File: src/rtl/mem_stage_ctrl.sv
// Memory-stage sequencer in front of data_memory: splits 32-bit accesses into two
// 16-bit words, owns the stack pointer and returns load/pop data to the pipeline.
module mem_stage_ctrl #(
    parameter logic [31:0] SP_RESET = 32'h0000_07FF
) (
    input  logic        clk,
    input  logic        rst,
    input  logic        ReqValid,
    input  logic        MemRead,
    input  logic        MemWrite,
    input  logic        Push,
    input  logic        Pop,
    input  logic        Wide,
    input  logic [31:0] AluAddress,
    input  logic [31:0] StoreData,
    output logic [31:0] Address,
    output logic [15:0] DataIn,
    output logic        MemoryRead,
    output logic        MemoryWrite,
    input  logic [15:0] DataOut,
    output logic        Stall,
    output logic [31:0] LoadData,
    output logic        LoadValid,
    output logic [31:0] SP
);

    localparam int unsigned AddrW = 32;
    localparam int unsigned WordW = 16;
    localparam int unsigned DataW = 32;

    typedef enum logic {
        IDLE   = 1'b0,
        SECOND = 1'b1
    } state_e;

    state_e state;
    state_e nextState;

    logic [WordW-1:0] lowHalf;

    logic doPush;
    logic doPop;
    logic doStore;
    logic doLoad;
    logic reqActive;
    logic isRead;
    logic isWrite;
    logic inSecond;
    logic lastWord;
    logic [AddrW-1:0] spStep;

    // Priority decode Push > Pop > MemWrite > MemRead; reset kills any access in flight.
    assign doPush    = ReqValid && Push;
    assign doPop     = ReqValid && !Push && Pop;
    assign doStore   = ReqValid && !Push && !Pop && MemWrite;
    assign doLoad    = ReqValid && !Push && !Pop && !MemWrite && MemRead;
    assign isRead    = doPop || doLoad;
    assign isWrite   = doPush || doStore;
    assign reqActive = (isRead || isWrite) && !rst;
    assign inSecond  = (state == SECOND);
    assign lastWord  = reqActive && (inSecond || !Wide);
    assign spStep    = Wide ? AddrW'(2) : AddrW'(1);

    // State register
    always_ff @(posedge clk) begin
        if (rst) begin
            state <= IDLE;
        end else begin
            state <= nextState;
        end
    end

    // Next-state logic
    always_comb begin
        nextState = IDLE;
        case (state)
            IDLE: begin
                if (reqActive && Wide) begin
                    nextState = SECOND;
                end
            end
            SECOND: nextState = IDLE;
            default: nextState = IDLE;
        endcase
    end

    // Memory-side outputs; request inputs are re-read in SECOND since upstream holds them under Stall.
    always_comb begin
        Address     = '0;
        DataIn      = '0;
        MemoryRead  = 1'b0;
        MemoryWrite = 1'b0;
        Stall       = 1'b0;
        if (reqActive) begin
            MemoryRead  = isRead;
            MemoryWrite = isWrite;
            Stall       = Wide && !inSecond;
            if (doPush) begin
                // Wide push stores the high half at SP first so the low half ends up lower in memory.
                Address = inSecond ? (SP - AddrW'(1)) : SP;
                DataIn  = (Wide && !inSecond) ? StoreData[DataW-1:WordW] : StoreData[WordW-1:0];
            end else if (doPop) begin
                Address = inSecond ? (SP + AddrW'(2)) : (SP + AddrW'(1));
            end else begin
                Address = inSecond ? (AluAddress + AddrW'(1)) : AluAddress;
                if (doStore) begin
                    DataIn = inSecond ? StoreData[DataW-1:WordW] : StoreData[WordW-1:0];
                end
            end
        end
    end

    // Stack pointer, read capture and load result
    always_ff @(posedge clk) begin
        if (rst) begin
            SP        <= SP_RESET;
            LoadData  <= '0;
            LoadValid <= 1'b0;
            lowHalf   <= '0;
        end else begin
            LoadValid <= lastWord && isRead;
            if (reqActive && isRead && Wide && !inSecond) begin
                lowHalf <= DataOut;
            end
            if (lastWord && isRead) begin
                LoadData <= Wide ? {DataOut, lowHalf} : {WordW'(0), DataOut};
            end
            if (lastWord && doPush) begin
                SP <= SP - spStep;
            end else if (lastWord && doPop) begin
                SP <= SP + spStep;
            end
        end
    end

endmodule

File: config.mk
export PLATFORM = sky130hd
export DESIGN_NAME = mem_stage_ctrl
export DESIGN_NICKNAME = d
export VERILOG_FILES = /design/src/rtl/mem_stage_ctrl.sv
export SDC_FILE = /design/constraint.sdc
export NUM_CORES = 1
export LEC_CHECK = 0
export ABC_AREA = 0
export BUFFER_PORTS_ARGS = -buffer_cell sky130_fd_sc_hd__buf_2
export CAP_MARGIN = 20
export CORE_MARGIN = 4
export CORE_UTILIZATION = 55
export CTS_CLUSTER_DIAMETER = 150
export DETAILED_ROUTE_END_ITERATION = 8
export PLACE_DENSITY = 0.81
export SYNTH_ARGS = -nofsm -noshare
export SYNTH_HDL_FRONTEND = slang
export SYNTH_SLANG_ARGS = --single-unit
File: constraint.sdc
create_clock -name clk -period 12.3 [get_ports clk]
set_clock_uncertainty 0.05 [all_clocks]
set_input_delay 1.845 -clock clk [delete_from_list [all_inputs] [get_ports clk]]
set_output_delay 1.845 -clock clk [all_outputs]
set_load 0.02 [all_outputs]
# [Word level (Yosys, flattened, before mapping)]
# Cells that the tools add are included.
[word_totals] register_bits=82 latch_bits=0 mem_bits_rw=0 mem_bits_ro=0 in_bits=88 output_inout_bits=116 word_cells=61 memories=0
[op_classes] addsub=6 mul=0 div=0 magnitude_cmp=0 eq_ne=0 n_shift=0 mux=21 bitwise_logic=1 n_reduce_logical=28
[ops] op="two-way mux 32 bit" n=9
[ops] op="two-way mux 16 bit" n=6
[ops] op="adder 32 x 1 -> 32 bit, second input constant" n=2
[ops] op="adder 32 x 2 -> 32 bit" n=1
[ops] op="adder 32 x 2 -> 32 bit, second input constant" n=1
[ops] op="subtractor 32 x 1 -> 32 bit, second input constant" n=1
[ops] op="subtractor 32 x 2 -> 32 bit" n=1
[ops] op="logical AND 1 bit" n=17
[ops] op="logical NOT 1 bit" n=6
[ops] op="logical OR 1 bit" n=4
[ops] op="two-way mux 1 bit" n=4
[ops] op="two-way mux 2 bit" n=1
[ops] op="case mux 1 bit (2 select lines)" n=1
[ops] op="nonzero test 2 bit" n=1
[ops] op="NOT 1 bit" n=1

# [Logic depth before layout (Yosys ltp)]
# Gate-level depths: netlist of run 1.
[depth] ltp_word=12 ltp_mapped=15 ltp_nobuf=11

# [Least setup slack after synthesis of run 1]
# Ideal clock, no wire load.
[synth_path] path_type="input-to-output" start="input port Push" end="output port Address[6]" arrival_ns=3.600 required_ns=10.405 slack_ns=6.805 stages=7 path_buffers=4 cell_sequence="buf_2 > and3b_1 > clkbuf_1 > clkbuf_1 > buf_1 > a211oi_1 > a211oi_1"
[synth_between] elab_chain_len=9 word_cells_on_any_way=15 cone_classes="mux (3); reduce/logical (12)"
[synth_lines] item="start: declaration" line_no="11" source="input logic Push,"
[synth_lines] item="logical NOT 1 bit" line_no="54, 55, 56"
[synth_lines] item="logical AND 1 bit" line_no="54, 55, 56"
[synth_lines] item="logical AND 1 bit" line_no="55, 56"
[synth_lines] item="logical AND 1 bit (2 in a row)" line_no="56" source="assign doLoad = ReqValid && !Push && !Pop && !MemWrite && MemRead;"
[synth_lines] item="logical OR 1 bit" line_no="57" source="assign isRead = doPop || doLoad;"
[synth_lines] item="logical OR 1 bit" line_no="59" source="assign reqActive = (isRead || isWrite) && !rst;"
[synth_lines] item="logical AND 1 bit" line_no="59"
[synth_lines] item="two-way mux 32 bit (*)" line_no="94" source="if (reqActive) begin"
[synth_lines] item="end: declaration" line_no="16" source="output logic [31:0] Address,"
# Mark *: on every way between the ends. The rest lies on a longest branch, timed or not.

# [Worst setup path after layout of run 1]
[layout_path] start="input port rst" end="register SP[30]"
[layout_between] elab_chain_len=5 word_cells_on_any_way=7 cone_classes="mux (1); reduce/logical (6)"
[layout_lines] item="start: declaration" line_no="7" source="input logic rst,"
[layout_lines] item="logical NOT 1 bit" line_no="59"
[layout_lines] item="logical AND 1 bit" line_no="59"
[layout_lines] item="logical AND 1 bit" line_no="61" source="assign lastWord = reqActive && (inSecond || !Wide);"
[layout_lines] item="logical AND 1 bit (on tied branches)" line_no="128, 130"
[layout_lines] item="two-way mux 32 bit or nonzero test 2 bit (tied branches)"
[layout_lines] item="end signal: assignment" line_no="129" source="SP <= SP - spStep;"
[layout_lines] item="end signal: assignment" line_no="131" source="SP <= SP + spStep;"
[layout_lines] item="end: declaration" line_no="24" source="output logic [31:0] SP"
# Parallel ways exist; a longest one is shown, timed or not.
# A chain may end at the register's enable or synchronous reset.

==> out/summary.txt, run 1 <==
Status -> finished, final reports clean
Peak VDD IR -> 0.0807 mV
Yosys Warn Count -> 0
# rows -> 41
Clock buffer count from CTS -> 9
Final hold slack -> 0.423 ns
Endpoints failing setup -> 0
First-pass GRT wire length -> 38.0 mm
Number of clock sinks -> 82
Slew headroom -> 0.262
Area contributors post-synth -> dfxtp_1 (23%), mux2i_1 (9.5%), nor2_1 (7.4%)
Number of flops mapped to enable cells by yosys -> 0
Slew @ Worst Pin -> 1.11 ns
Starting Density -> 0.559
Die width -> 121 µm
CP Data Arrival Time -> 6.44 ns
Max Root-Sink Buffers -> 2
Multi-input gate area -> 5040 µm²
Worst Reg2Reg Path Length in Cells -> 11
R2r endpoint -> SP[30]
Clk root buf -> clkbuf_16
Register-to-Register Setup Slack -> 7.87 ns
Met1 wire length -> 9.97 mm
Share of cells above drive strength 1 -> 0.231
Pwr/cell area -> 90.1 nW/µm²
Postcts setup bufs -> 0
Mapped Avg Cell Area -> 7.40 µm²
Core area -> 12600 µm²
Hold EP -> LoadData[31]
Post-route clock period utilization -> 0.510
Total die area -> 14700 µm²
Synth-to-Final Area Change -> 19.2%
Fin. max-slew vios -> 0
Worst Hold Class -> register to register
Die Ht -> 121 µm
Kind of critical path -> input pin to register
Leakage power -> 3.76 nW
Largest net degree at the start of global routing -> 64
Final Hold Fails -> 0
Via count -> 8020
Syn Std Cell Area -> 7030 µm²
Vias in the first global route -> 7296
CTS resizes -> 0
Clk pin slew, worst setup/hold paths -> 0.07 ns
Top Ports -> 204
WL met2 -> 10.6 mm
Final antenna-violating net count -> 0
Minimum clock period -> 6.27 ns
Skew-Pair Late Insertion Delay -> 0.33 ns
CP max FO -> 63
Max Used Layer -> met4
Main synth FF type -> dfxtp_1
MaxCap Viol Count -> 0
DR vias/cell -> 6.27
Sequential share of the synthesized area -> 0.234
Maximum clock frequency -> 159 MHz
Pre-antenna DRT Iters -> 6
RSZ-0062 raised after global routing -> false
Design Power -> 0.755 mW
GRT Overall Usage -> 0.312
ANT cells -> 0
FF/Latch Area -> 1640 µm²
CP startpoint kind -> input pin
Initial antenna violation count -> 0
Iter 0 DRT Violations -> 1088
Async S/R FF share, synth -> 0
Hold buffer count at cts -> 0
Wire length per cell -> 18.5 µm
Syn Nets -> 1047
Setup_tns -> 0 ns
PortBufs -> 203
Gr ovfl total -> 0
Final HPWL DP -> 17.1 mm
Most common cell after layout, fill and taps aside -> buf_2
CTS tree -> done
Worst setup EP type -> register
Largest area contributor in the netlist -> dfxtp_1
Routed wl met3 -> 2.46 mm
Post-synthesis cell count -> 950
Number of fill cells -> 1138
Top cell type's share of synthesized area -> 0.234
WHS Path Cells -> 1
R2R Path Start -> inSecond
Final WL -> 23.6 mm
Commonest cells after routing, fill and taps aside -> buf_2 (203), nor2_1 (138), nand2_1 (92)
Unique masters post-synth -> 73
Placer Congestion -> 0.993
Yosys reg bits -> 82
HP Start -> LoadData[31]
Post-route DRC violation count -> 0
Req. time, crit path -> 12.47 ns
H-tree depth -> 3
Fin nets -> 1199
==> area by class of cell <==
type                            count  area share
Multi-Input combinational cell    780       0.601
Clock inverter                      6     0.00866
Clock buffer                       10      0.0285
Tap cell                          172      0.0257
Inverter                           12     0.00537
Timing Repair Buffer              217       0.135
Sequential cell                    82       0.196
==> power breakdown <==
part	internal (mW)	total [mW]	leakage [nW]	switching, mW
Sequential	0.272	0.289	0.664	0.0172
Combinational	0.0713	0.186	2.95	0.115
Clock	0.165	0.279	0.150	0.114
Total	0.508	0.755	3.76	0.247
==> flip-flops by register name (all words and copies together), names as in the netlist <==
signal,cells
SP,32
LoadData,32
lowHalf,16
inSecond,1
LoadValid,1
==> worst max-delay path: stages <==
cell and delay, ns:
buf_2 0.08, buf_4 0.54, inv_1 0.52, nand3_1 0.89, nor2_1 0.18, fa_1 0.55, or3_1 0.37, o21ai_0 0.25
mux2i_1 0.22, a21oi_2 0.26, nor3_1 0.11, or4b_1 0.48, o311ai_0 0.12
==> layer usage <==
layer | GRT usage | up-vias
met5 | 0 | -
met4 | 0.0999 | 0
met3 | 0.0522 | 65
met2 | 0.489 | 470
met1 | 0.438 | 3690
li1 | - | 3795
==> how the worst max path moves through the flow <==
stage                  to  slack (ns)  start  depth (start not counted)
2_1_floorplan  Address[6]        6.81   Push                          7
3_3_place_gp       SP[30]        5.89    rst                         13
3_5_place_dp       SP[30]        5.83    rst                         13
4_1_cts            SP[30]        6.15    rst                         13
5_1_grt            SP[30]        5.69    rst                         13
6_report           SP[30]        6.03    rst                         13
==> synth_stat cells, drive strengths merged, types with 3 or more instances <==
library cell and instances:
inv 12, xnor2 50, o31ai 3, o2111ai 3, or2 10, nor4 22
or4 7, and4 11, o211a 3, and2 8, a22oi 4, or3 13
nand2b 3, o221ai 9, xor2 36, o32ai 4, clkbuf 46, buf 30
nand4 24, mux2i 67, o311ai 4, a221oi 3, nand2 92, o21a 3
nor2 139, a31oi 6, nor3 24, o22ai 14, o21ai 30, a22o 16
nor2b 3, ha 8, dfxtp 82, nand3 38, mux2 3, a211oi 40
a21oi 28, and3 18, o211ai 10
==> metrics by stage <==
step,worst slack [ns],utilization,instances,area (µm²)
floorplan,6.81,-,950,7030
global placement,5.89,0.639,1259,8030
detailed placement,5.83,0.639,1259,8030
CTS,6.15,0.664,1275,8340
global route,5.69,0.667,1279,8380
finish,6.03,0.667,1279,8380
==> kinds of logic (layout without fill, tap and decap cells) <==
| kind of cell | after synthesis | count (layout) | synth area share |
|---|---|---|---|
| AOI/OAI and AO/OA | 195 | 195 | 0.198 |
| xor gates and xnor gates | 86 | 86 | 0.107 |
| adders and majority gates | 9 | 9 | 0.0171 |
| buffers and inverters | 88 | 245 | 0.0506 |
| DFF | 82 | 82 | 0.234 |
| muxes | 70 | 70 | 0.100 |
| and+or+nand+nor | 420 | 420 | 0.293 |
Power figures use the tool's default switching activity.
==> inputs of run 2 (changes only) <==
--- a/config.mk
+++ b/config.mk
@@ -9,10 +9,10 @@
 export BUFFER_PORTS_ARGS = -buffer_cell sky130_fd_sc_hd__buf_2
 export CAP_MARGIN = 20
 export CORE_MARGIN = 4
-export CORE_UTILIZATION = 55
+export CORE_UTILIZATION = 54
 export CTS_CLUSTER_DIAMETER = 150
 export DETAILED_ROUTE_END_ITERATION = 8
-export PLACE_DENSITY = 0.81
+export PLACE_DENSITY = 0.8
 export SYNTH_ARGS = -nofsm -noshare
 export SYNTH_HDL_FRONTEND = slang
 export SYNTH_SLANG_ARGS = --single-unit
==> constraint.sdc (replaced) <==
create_clock -name clk -period 6.29 [get_ports clk]
set_clock_uncertainty 0.05 [all_clocks]
set_input_delay 0.9435 -clock clk [delete_from_list [all_inputs] [get_ports clk]]
set_output_delay 0.9435 -clock clk [all_outputs]
set_load 0.02 [all_outputs]
==> run 2 against run 1 <==
Setup slack worse by 4.3 ns. Via count is 0.74% lower. Combinational power is 98% higher. Non-clock buffer count is 2 higher. Core utilization is 0.48 points lower. Cell count is 0.16% higher. Cell area hardly changed. Clock-buffer cell count stayed put. Power is 97% higher. Largest power group unchanged.
==> out/summary.txt, run 2 (same netlist as run 1, synthesis figures left out) <==
CP Data Arrival Time -> 3.61 ns
Top delay family on crit path -> simple AND/OR/NAND/NOR gates
Number of clock sinks -> 82
Endpoints failing setup -> 0
Clock network power share -> 0.372
Design Power -> 1.48 mW
Vias in the first global route -> 7578
Final WS setup -> 1.69 ns
DR vias/cell -> 6.21
CP startpoint kind -> register
Post-route DRC violation count -> 0
Slew @ Worst Pin -> 1.10 ns
Max Root-Sink Buffers -> 2
Final Hold Fails -> 0
Slew headroom -> 0.267
Top Registers -> LoadData x32, SP x32, lowHalf x16
Req. time, crit path -> 5.30 ns
Part of the power in registers -> 0.380
Final hold slack -> 0.421 ns
Worst slack, placed -> 1.65 ns
Final WL -> 23.8 mm
Die width -> 122 µm
Kind of critical path -> register to primary output
Int Power -> 0.996 mW
Logic gate share of total power -> 0.248
Status -> finished, final reports clean
Clock buffer count from CTS -> 9
Initial antenna violation count -> 0
Total die area -> 14900 µm²
Max incr delay on CP -> 0.88 ns
Skew-Pair Late Insertion Delay -> 0.34 ns
Die Ht -> 122 µm
Core area -> 12700 µm²
Register-to-Register Setup Slack -> 2.33 ns
Largest net degree at the start of global routing -> 48
CTS tree -> done
ANT cells -> 0
First-pass GRT wire length -> 38.0 mm
Pre-antenna DRT Iters -> 8
Starting Density -> 0.555
GRT Overall Usage -> 0.314
Via count -> 7961
CTS resizes -> 0
Commonest cells after routing, fill and taps aside -> buf_2 (203), nor2_1 (138), nand2_1 (92)
Clk pin slew, worst setup/hold paths -> 0.07 ns
MaxCap Viol Count -> 0
Sw Ratio -> 0.329
Synth-to-Final Area Change -> 19.3%
Clk root buf -> clkbuf_16
Pwr/cell area -> 177 nW/µm²
Postcts setup bufs -> 0
Placer Congestion -> 0.967
# rows -> 41
Buf+Inv Stages, Crit Path -> 2
Final HPWL DP -> 17.9 mm
Number of fill cells -> 1188
Top Ports -> 204
Fin. max-slew vios -> 0
H-tree depth -> 3
Minimum clock period -> 4.60 ns
Most common cell after layout, fill and taps aside -> buf_2
Final antenna-violating net count -> 0
Worst Hold Class -> register to register
Worst setup EP type -> primary output
Peak VDD IR -> 0.164 mV
PortBufs -> 203
Slowest cell on the critical path -> nor4_1
Setup_tns -> 0 ns
Hold buffer count at cts -> 0
Gr ovfl total -> 0
Crit-path cells -> inv_1 > ha_1 > nand2_1 > nand4_1 > nor4_1 > nor2_1 > a211o_1 > a221oi_1 > buf_2
Fin nets -> 1201
Util after Layout -> 0.662
Wire length per cell -> 18.5 µm
Share of cells above drive strength 1 -> 0.233
Post-route clock period utilization -> 0.732
Iter 0 DRT Violations -> 580
NetSw -> 0.488 mW
Leakage power -> 3.78 nW
Maximum clock frequency -> 217 MHz
RSZ-0062 raised after global routing -> false
CP max FO -> 16
## run 2: per-stage QoR
step / std cells / cell area, µm²
floorplan: 950 / 7030
global placement: 1264 / 8070
detailed placement: 1264 / 8070
CTS: 1280 / 8380
global route: 1281 / 8390
finish: 1281 / 8390
## run 2: power groups by stage
stage,combinational (mW),sequential [mW],clock (mW)
6_report,0.368,0.564,0.552
2_1_floorplan,0.244,0.567,0
3_3_place_gp,0.357,0.574,0
4_1_cts,0.363,0.563,0.558
3_5_place_dp,0.361,0.574,0
5_1_grt,0.402,0.566,0.580
## run 2: worst paths after layout
path | startpoint | end | cells past startpoint
setup / recovery | SP[2] | Address[27] | 9
hold / removal | LoadData[22] | LoadData[22] | 1
setup reg to reg | inSecond | SP[30] | 11
hold reg to reg | LoadData[22] | LoadData[22] | 1
## run 2: area by class of cell
| cell class | count | area [µm²] | share of cell area |
|---|---|---|---|
| repair buffers | 219 | 1140 | 0.136 |
| clock inverters | 6 | 72.6 | 0.00865 |
| multi-input cells | 780 | 5040 | 0.600 |
| clock buffers | 10 | 239 | 0.0285 |
| flip-flops and latches | 82 | 1640 | 0.196 |
| well taps | 172 | 215 | 0.0257 |
| inverters | 12 | 45.0 | 0.00537 |
## run 2: layer usage
layer	part of all wire	wire, µm	vias to the layer above	global-route usage
li1	-	-	3796	-
met1	0.41	9660	3717	0.405
met2	0.48	11400	399	0.529
met3	0.087	2070	49	0.0552
met4	0.025	602	0	0.108
met5	0	0	-	0
==> inputs of run 3 (changes only) <==
--- a/config.mk
+++ b/config.mk
@@ -9,10 +9,10 @@
 export BUFFER_PORTS_ARGS = -buffer_cell sky130_fd_sc_hd__buf_2
 export CAP_MARGIN = 20
 export CORE_MARGIN = 4
-export CORE_UTILIZATION = 54
+export CORE_UTILIZATION = 48
 export CTS_CLUSTER_DIAMETER = 150
 export DETAILED_ROUTE_END_ITERATION = 8
-export PLACE_DENSITY = 0.8
+export PLACE_DENSITY = 0.75
 export SYNTH_ARGS = -nofsm -noshare
 export SYNTH_HDL_FRONTEND = slang
 export SYNTH_SLANG_ARGS = --single-unit
==> constraint.sdc (replaced) <==
create_clock -name clk -period 4.15 [get_ports clk]
set_clock_uncertainty 0.05 [all_clocks]
set_input_delay 0.6225 -clock clk [delete_from_list [all_inputs] [get_ports clk]]
set_output_delay 0.6225 -clock clk [all_outputs]
set_load 0.02 [all_outputs]
==> run 3 against run 2 <==
Sequential power rose by 49%. Flip-flop and latch count unchanged. Core utilization decreased by 5.5 points. Sequential share of layout area is 0.35 points lower. Critical path depth shrank 2. Wire length grew 1.1%. Combinational power increased by 58%. Register-to-register slack got worse by 1.6 ns. Power increased by 49%. First-iteration DRC count grew 35%.
==> out/summary.txt, run 3 (same netlist as run 1, synthesis figures left out) <==
Status -> finished, final reports clean
Final antenna-violating net count -> 0
Design Power -> 2.21 mW
Skew-Pair Late Insertion Delay -> 0.34 ns
Die width -> 129 µm
CTS resizes -> 0
Met3 Track Usage GR -> 0.0416
Initial antenna violation count -> 1
Pre-antenna DRT Iters -> 6
CTS tree -> done
Max Root-Sink Buffers -> 2
Met1 usage -> 0.368
Vias in the first global route -> 7751
Fin nets -> 1224
Core area -> 14100 µm²
Placer Congestion -> 1.01
Util after Layout -> 0.607
Final Hold Fails -> 0
RSZ-0062 raised after global routing -> false
Crit-path cells -> nand4_2 > or3_1 > nor4_2 > nand3_1 > a211o_1 > a221oi_1 > buf_2
MaxCap Viol Count -> 0
Req. time, crit path -> 3.48 ns
Worst Hold Class -> register to register
Routing usage on met2 -> 0.478
Postcts setup bufs -> 0
H-tree depth -> 3
GRT Overall Usage -> 0.283
Peak VDD IR -> 0.161 mV
Endpoints failing setup -> 0
Maximum clock frequency -> 255 MHz
Number of fill cells -> 1328
Clock buffer count from CTS -> 9
Clk root buf -> clkbuf_16
Top Ports -> 204
Total die area -> 16600 µm²
Setup_tns -> 0 ns
Multi-input gate area -> 5040 µm²
Synth-to-Final Area Change -> 21.7%
Commonest cells after routing, fill and taps aside -> buf_2 (203), nor2_1 (138), nand2_1 (92)
CP startpoint kind -> register
ANT cells -> 0
First-pass GRT wire length -> 38.6 mm
CP Data Arrival Time -> 3.25 ns
Post-route clock period utilization -> 0.945
Fin. max-slew vios -> 0
Wire length per cell -> 18.3 µm
Final WL -> 24.0 mm
Number of clock sinks -> 82
Minimum clock period -> 3.92 ns
Max incr delay on CP -> 0.64 ns
Share of cells above drive strength 1 -> 0.250
Leakage power -> 3.88 nW
FF/Latch Area -> 1640 µm²
Starting Density -> 0.499
Via count -> 7904
CP max FO -> 14
PortBufs -> 203
Largest net degree at the start of global routing -> 56
Hold buffer count at cts -> 0
Clk pin slew, worst setup/hold paths -> 0.07 ns
Slowest cell on the critical path -> dfxtp_1
Gr ovfl total -> 0
Slew @ Worst Pin -> 0.989 ns
Most common cell after layout, fill and taps aside -> buf_2
Die Ht -> 129 µm
Pwr/cell area -> 258 nW/µm²
Worst setup EP type -> primary output
DR vias/cell -> 6.02
Post-route DRC violation count -> 0
Busiest grt layer -> met2
Kind of critical path -> register to primary output
Top Registers -> LoadData x32, SP x32, lowHalf x16
Final HPWL DP -> 18.3 mm
Iter 0 DRT Violations -> 785
Slew headroom -> 0.333
# rows -> 43
run 3: where the power goes:
group	total (mW)	switching, mW	leakage (nW)	internal [mW]
clock network	0.786	0.362	0.142	0.424
logic	0.583	0.361	3.07	0.221
registers	0.841	0.0351	0.663	0.806
run 3: worst max-delay path, delay by kind of cell (launching register included):
| family | cells | cell delay [ns] |
|---|---|---|
| flip-flops | 1 | 0.64 |
| buffers and inverters | 1 | 0.22 |
| AO/OA/AOI/OAI | 2 | 0.66 |
| AND/OR/NAND/NOR | 4 | 1.38 |
run 3: layout make-up:
| class | count | area share |
|---|---|---|
| Clock buffer | 9 | 0.0263 |
| Clock inverter | 7 | 0.00819 |
| Inverter | 12 | 0.00527 |
| Multi-Input combinational cell | 780 | 0.589 |
| Sequential cell | 82 | 0.192 |
| Tap cell | 180 | 0.0263 |
| Timing Repair Buffer | 242 | 0.153 |
run 3: per-stage QoR:
step | instance area, µm² | std cells | hold WS, ns | setup WS (ns)
after global placement | 8240 | 1294 | 0.402 | 0.678
after detailed placement | 8240 | 1294 | 0.403 | 0.574
after global routing | 8550 | 1312 | 0.439 | 0.00819
final | 8550 | 1312 | 0.424 | 0.228
after CTS | 8540 | 1310 | 0.423 | 0.244
after floorplan | 7030 | 950 | 0.413 | 0.182
run 3: path summary, 6_finish.rpt:
kind / endpoint / slack, ns / cells after the start / from
worst max-delay path: Address[27] / 0.23 / 7 / SP[4]
worst min-delay path: LoadData[16] / 0.42 / 1 / LoadData[16]
worst max register to register: SP[30] / 0.72 / 11 / inSecond
worst min register to register: LoadData[16] / 0.42 / 1 / LoadData[16]
run 3: layer usage:
metal / wire length (µm) / part of all wire
met1: 9750 / 0.41
met2: 11600 / 0.48
met5: 11 / 0.00046
met3: 1980 / 0.083
met4: 618 / 0.026
